===== src/rtl/cpu_player_ctrl_if.sv =====
// Player-2 controller bus: game-state/LFSR inputs towards the controller and
// the emulated button plus status back out.
//   enable       game active
//   round_over   1-cycle pulse, a point was scored
//   difficulty   press threshold (press when lfsr_val < difficulty)
//   lfsr_val     current LFSR output
//   press        emulated button, active high
//   lfsr_sample  1-cycle pulse, a sample was taken on the previous cycle
//   busy         high while pressing or cooling down
//   press_count  presses issued this round, saturating
interface cpu_player_ctrl_if #(
  parameter int unsigned W = 10
);
  logic         enable;
  logic         round_over;
  logic [W-1:0] difficulty;
  logic [W-1:0] lfsr_val;
  logic         press;
  logic         lfsr_sample;
  logic         busy;
  logic [7:0]   press_count;

  // Game logic / LFSR side
  modport master (
    output enable, round_over, difficulty, lfsr_val,
    input  press, lfsr_sample, busy, press_count
  );

  // Controller side
  modport slave (
    input  enable, round_over, difficulty, lfsr_val,
    output press, lfsr_sample, busy, press_count
  );
endinterface


===== src/rtl/cpu_player_ctrl.sv =====
// Computer-opponent controller for tug-of-war. Once per decision tick the
// LFSR value is compared against the difficulty threshold; a hit produces a
// fixed-length press followed by an equally long release gap so the
// downstream edge detector always sees a clean press.
//   clk    system clock
//   reset  asynchronous, active-low reset
//   bus    cpu_player_ctrl_if.slave (enable, round_over, difficulty,
//          lfsr_val in; press, lfsr_sample, busy, press_count out)
module cpu_player_ctrl #(
  parameter int unsigned W            = 10,
  parameter int unsigned TICK_DIV     = 1000,
  parameter int unsigned PRESS_CYCLES = 4
) (
  input  logic             clk,
  input  logic             reset,
  cpu_player_ctrl_if.slave bus
);

  localparam int unsigned CW = (TICK_DIV > 2) ? $clog2(TICK_DIV) : 1;
  localparam int unsigned PW = (PRESS_CYCLES > 1) ? $clog2(PRESS_CYCLES) : 1;
  localparam logic [CW-1:0] TICK_LAST = CW'(TICK_DIV - 1);
  localparam logic [PW-1:0] PH_LAST   = PW'(PRESS_CYCLES - 1);

  typedef enum logic [1:0] {
    IDLE  = 2'd0,
    WAIT  = 2'd1,
    PRESS = 2'd2,
    COOL  = 2'd3
  } state_t;

  state_t        state, state_d;
  logic [CW-1:0] cnt, cnt_d;
  logic [PW-1:0] ph, ph_d;
  logic [7:0]    count_q, count_d;
  logic          press_q, busy_q, sample_q;
  logic          tick_c;
  logic [W-1:0]  difficulty_c, lfsr_c;

  assign difficulty_c = bus.difficulty;
  assign lfsr_c       = bus.lfsr_val;

  // State, counters and registered outputs
  always_ff @(posedge clk or negedge reset) begin
    if (!reset) begin
      state    <= IDLE;
      cnt      <= '0;
      ph       <= '0;
      count_q  <= '0;
      press_q  <= 1'b0;
      busy_q   <= 1'b0;
      sample_q <= 1'b0;
    end else begin
      state    <= state_d;
      cnt      <= cnt_d;
      ph       <= ph_d;
      count_q  <= count_d;
      // Outputs decode the next state so they change on the same edge as it
      press_q  <= (state_d == PRESS);
      busy_q   <= (state_d == PRESS) || (state_d == COOL);
      sample_q <= tick_c;
    end
  end

  // Next state; round_over beats !enable beats normal sequencing
  always_comb begin
    state_d = state;
    cnt_d   = cnt;
    ph_d    = ph;
    count_d = count_q;
    tick_c  = 1'b0;

    if (bus.round_over) begin
      state_d = IDLE;
      cnt_d   = '0;
      ph_d    = '0;
      count_d = '0;
    end else if (!bus.enable) begin
      state_d = IDLE;
      cnt_d   = '0;
      ph_d    = '0;
    end else begin
      unique case (state)
        IDLE: begin
          state_d = WAIT;
          cnt_d   = '0;
          ph_d    = '0;
        end
        WAIT: begin
          if (cnt == TICK_LAST) begin
            tick_c = 1'b1;
            cnt_d  = '0;
            if (lfsr_c < difficulty_c) begin
              state_d = PRESS;
              ph_d    = '0;
              if (count_q != 8'hFF) count_d = count_q + 8'd1;
            end
          end else begin
            cnt_d = cnt + CW'(1);
          end
        end
        PRESS: begin
          cnt_d = '0;
          if (ph == PH_LAST) begin
            state_d = COOL;
            ph_d    = '0;
          end else begin
            ph_d = ph + PW'(1);
          end
        end
        COOL: begin
          cnt_d = '0;
          if (ph == PH_LAST) begin
            state_d = WAIT;
            ph_d    = '0;
          end else begin
            ph_d = ph + PW'(1);
          end
        end
        default: begin
          state_d = IDLE;
          cnt_d   = '0;
          ph_d    = '0;
        end
      endcase
    end
  end

  assign bus.press       = press_q;
  assign bus.busy        = busy_q;
  assign bus.lfsr_sample = sample_q;
  assign bus.press_count = count_q;

endmodule


===== src/flat_wrapper.sv =====
// flat-port wrapper written by rule: the top's interface ports become plain ports
module cpu_player_ctrl_flat 
#(
  parameter int unsigned W            = 10,
  parameter int unsigned TICK_DIV     = 1000,
  parameter int unsigned PRESS_CYCLES = 4
)
  (clk, reset, bus_enable, bus_round_over, bus_difficulty, bus_lfsr_val, bus_press, bus_lfsr_sample, bus_busy, bus_press_count);
  cpu_player_ctrl_if #(.W(W)) bus_i ();
  input  logic clk;
  input  logic reset;
  input wire logic [$bits(bus_i.enable)-1:0] bus_enable;
  input wire logic [$bits(bus_i.round_over)-1:0] bus_round_over;
  input wire logic [$bits(bus_i.difficulty)-1:0] bus_difficulty;
  input wire logic [$bits(bus_i.lfsr_val)-1:0] bus_lfsr_val;
  output wire logic [$bits(bus_i.press)-1:0] bus_press;
  output wire logic [$bits(bus_i.lfsr_sample)-1:0] bus_lfsr_sample;
  output wire logic [$bits(bus_i.busy)-1:0] bus_busy;
  output wire logic [$bits(bus_i.press_count)-1:0] bus_press_count;
  assign bus_i.enable = bus_enable;
  assign bus_i.round_over = bus_round_over;
  assign bus_i.difficulty = bus_difficulty;
  assign bus_i.lfsr_val = bus_lfsr_val;
  assign bus_press = bus_i.press;
  assign bus_lfsr_sample = bus_i.lfsr_sample;
  assign bus_busy = bus_i.busy;
  assign bus_press_count = bus_i.press_count;
  cpu_player_ctrl #(.W(W), .TICK_DIV(TICK_DIV), .PRESS_CYCLES(PRESS_CYCLES)) u_core (.clk(clk), .reset(reset), .bus(bus_i));
endmodule

===== config.mk =====
export PLATFORM = sky130hd
export DESIGN_NAME = cpu_player_ctrl_flat
export DESIGN_NICKNAME = d
export VERILOG_FILES = /design/src/rtl/cpu_player_ctrl_if.sv /design/src/rtl/cpu_player_ctrl.sv /design/src/flat_wrapper.sv
export SDC_FILE = /design/constraint.sdc
export NUM_CORES = 1
export LEC_CHECK = 0
export CAP_MARGIN = 40
export CORE_MARGIN = 4
export CORE_UTILIZATION = 30
export CTS_BUF_LIST = sky130_fd_sc_hd__clkbuf_4 sky130_fd_sc_hd__clkbuf_8 sky130_fd_sc_hd__clkbuf_16
export DETAILED_ROUTE_END_ITERATION = 10
export GPL_ROUTABILITY_DRIVEN = 0
export HOLD_SLACK_MARGIN = 0.05
export SLEW_MARGIN = 20
export SYNTH_ARGS = -nofsm -noshare
export SYNTH_HDL_FRONTEND = slang
export SYNTH_SLANG_ARGS = --single-unit

===== constraint.sdc =====
create_clock -name clk -period 2.3 [get_ports clk]
set_input_delay 0.46 -clock clk [delete_from_list [all_inputs] [get_ports clk]]
set_output_delay 0.46 -clock clk [all_outputs]
set_load 0.005 [all_outputs]

==> out/metrics.yaml <==
sta:
  fin_skew_ns: 0.00691
  final-hold-violation-count: 0
  fin_crit_ns: 2.26
  tns_ns: 0
  slew_headroom_pct: 77.9
  slew_viol_final: 0
  fin_crit_sh_pct: 98.1
  max_freq_mhz: 443
  hold_slack_ns: 0.497
  finalSetupViolations: 0
  worstMarginPinSlew_ns: 0.331
global_routing:
  grt_pass1_wl_um: 5480
  grt_pass1_vias: 1207
  grt_overflow: 0
  antenna_found_initial: 0
  grt_max_degree: 26
  track_usage_pct: 11.2
synthesis:
  synth_area_per_cell_sq_um: 9.58
  synth_top_area_share_pct: 41.6
  ys_top_cells_by_count: "dfrtp_1, nor2_1, ha_1"
  synth-seq-cells: 25
  ys_seq_area_share_pct: 41.6
  synth_edf_count: 0
  synth_warnings: 0
  netlist_instances: 157
  yosysMostFrequentCell: "dfrtp_1"
  postSynth.asyncResetShare_pct: 100
  synth.area.top_cells: "dfrtp_1, ha_1, nor2_1, a21oi_1, nand3_1"
  yosys.area.top_type: "dfrtp_1"
  synth_top_flop_cell: "dfrtp_1"
  synthDistinctLibCells: 40
  netlist_area_sq_um: 1500
  postSynthNetCount: 193
detailed_routing:
  drt-initial-drc-count: 65
  wl_um: 3500
  detail_route.vias_per_cell: 4.87
  drc_errors: 0
  dr_total_vias: 1309
  ant_nets: 0
  wl_per_cell_um: 13.0
  drt_pass1_iterations: 4
floorplanning:
  die_x_um: 78.8
  design.core.area_sq_um: 4790
  core.rowCount: 25
  ios: 35
  die-area_sq_um: 6210
  die_y_um: 78.8
  initial_core_util_pct: 31.4
power_and_ir_drop:
  power.density_nw_per_um2: 392
  ir_drop_mv: 0.210
  p_leak_uw: 0.000881
clock_tree:
  worstSkewPairLatency_ns: 0.27
  clk_path_buf_depth: 2
  clkTransAtPathRegs_ns: 0.09
  clock_sinks: 25
  cts_tree: "done"
  clockRootBuffer: "clkbuf_8"
  htree_levels: 1
  hold_buffers: 0
  cts_buffers: 3
critical_path:
  critPathLaunchType: "primary input"
  path_class: "in2reg"
  required_ns: 2.51
  end_kind: "register"
  crit_arrival_ns: 2.46
  critPathMaxFanout: 7
  rrSetupSlack_ns: 0.17
finish:
  areaGrowthSynthToFinish_pct: 41.6
  fillers: 451
  diodes: 0
  final_net_count: 239
  final_cells: 269
  layout-drive-gt1-share_pct: 18.8
worst_hold_path:
  hold_class: "reg2reg"
place:
  io_buffer_count: 34
  hpwl_um: 2540
  dpl.cell_count: 265
outcome:
  status: "completed"
run:
  drv_cap: 0
flip-flops by register name (all words and copies together), names as in the netlist:
| register | cells |
|---|---|
| u_core.cnt | 10 |
| u_core.state | 2 |
| u_core.bus.press | 1 |
| u_core.ph | 2 |
| u_core.bus.lfsr_sample | 1 |
| u_core.bus.press_count | 8 |
| u_core.bus.busy | 1 |
layer usage:
layer / wire [um] / global-route usage (%) / up-vias
li1: - / - / 659
met1: 1660 / 15.1 / 604
met2: 1570 / 16.5 / 40
met3: 186 / 2.15 / 6
met4: 88 / 6.47 / 0
met5: 0 / 0 / -
cell usage in the layout, fill, tap and decap left out, drive strengths merged, types with 6 or more instances in the layout:
cell            n
nor2           18
inv            11
clkdlybuf4s50  34
nand2           8
ha             12
nand3           9
a21oi           9
dfrtp          25
buf             9
and3            6
where the power goes:
part / leakage (uW) / internal, uW / switching, uW
registers: 0.000348 / 440 / 1.38
logic: 0.000507 / 68.5 / 53.1
clock network: 0.0000262 / 136 / 135
cell type report:
type                    instances  area (sq um)  share of cell area [%]
repair buffers                 43           412                    19.3
flip-flops and latches         25           626                    29.4
inverters                      11          41.3                    1.94
well taps                      67          83.8                    3.94
clock buffers                   4          48.8                    2.29
multi-input cells             119           918                    43.1
final timing paths:
check / startpoint / end / cells past startpoint
worst max register to register: u_core.cnt[0] / u_core.bus.press_count[2] / 6
max in group asynchronous: reset / u_core.cnt[6] / 2
worst min register to register: u_core.cnt[0] / u_core.cnt[0] / 1
worst min-delay path: u_core.cnt[0] / u_core.cnt[0] / 1
min in group asynchronous: reset / u_core.bus.press_count[5] / 2
worst max-delay path: bus_difficulty[1] / u_core.bus.press_count[2] / 7
critical path, cell delays in order:
cell             delay [ns]
clkdlybuf4s50_1        0.45
inv_1                  0.04
ha_1                   0.26
a21o_2                 0.20
a211o_2                0.40
or4_4                  0.53
a21oi_2                0.12
kinds of logic after synthesis:
| family | synth area share (%) |
|---|---|
| buffers and inverters | 3.58 |
| XOR/XNOR | 4.66 |
| adder cells (fa/ha/maj) | 9.98 |
| flip-flops | 41.6 |
| AO/OA/AOI/OAI | 14.1 |
| AND/OR/NAND/NOR | 24.6 |
| multiplexers | 1.50 |
stage by stage:
step           total power (uW)  worst slack (ns)  instance area, sq um  util [%]
2_1_floorplan               492             0.218                  1500         -
3_3_place_gp                557            -0.274                  1980      41.4
3_5_place_dp                557            -0.340                  1980      41.4
4_1_cts                     839           0.00155                  2050      42.9
5_1_grt                     880          -0.00639                  2130      44.5
6_report                    834            0.0442                  2130      44.5
repair_timing:
item | in CTS | in global routing
endpoints found under the setup margin | 4 | 9
pin swaps | 5 | 7
buffers inserted | 0 | 0
gates resized for setup | 5 | 11
Note: power is estimated with default switching activity, not from simulation.
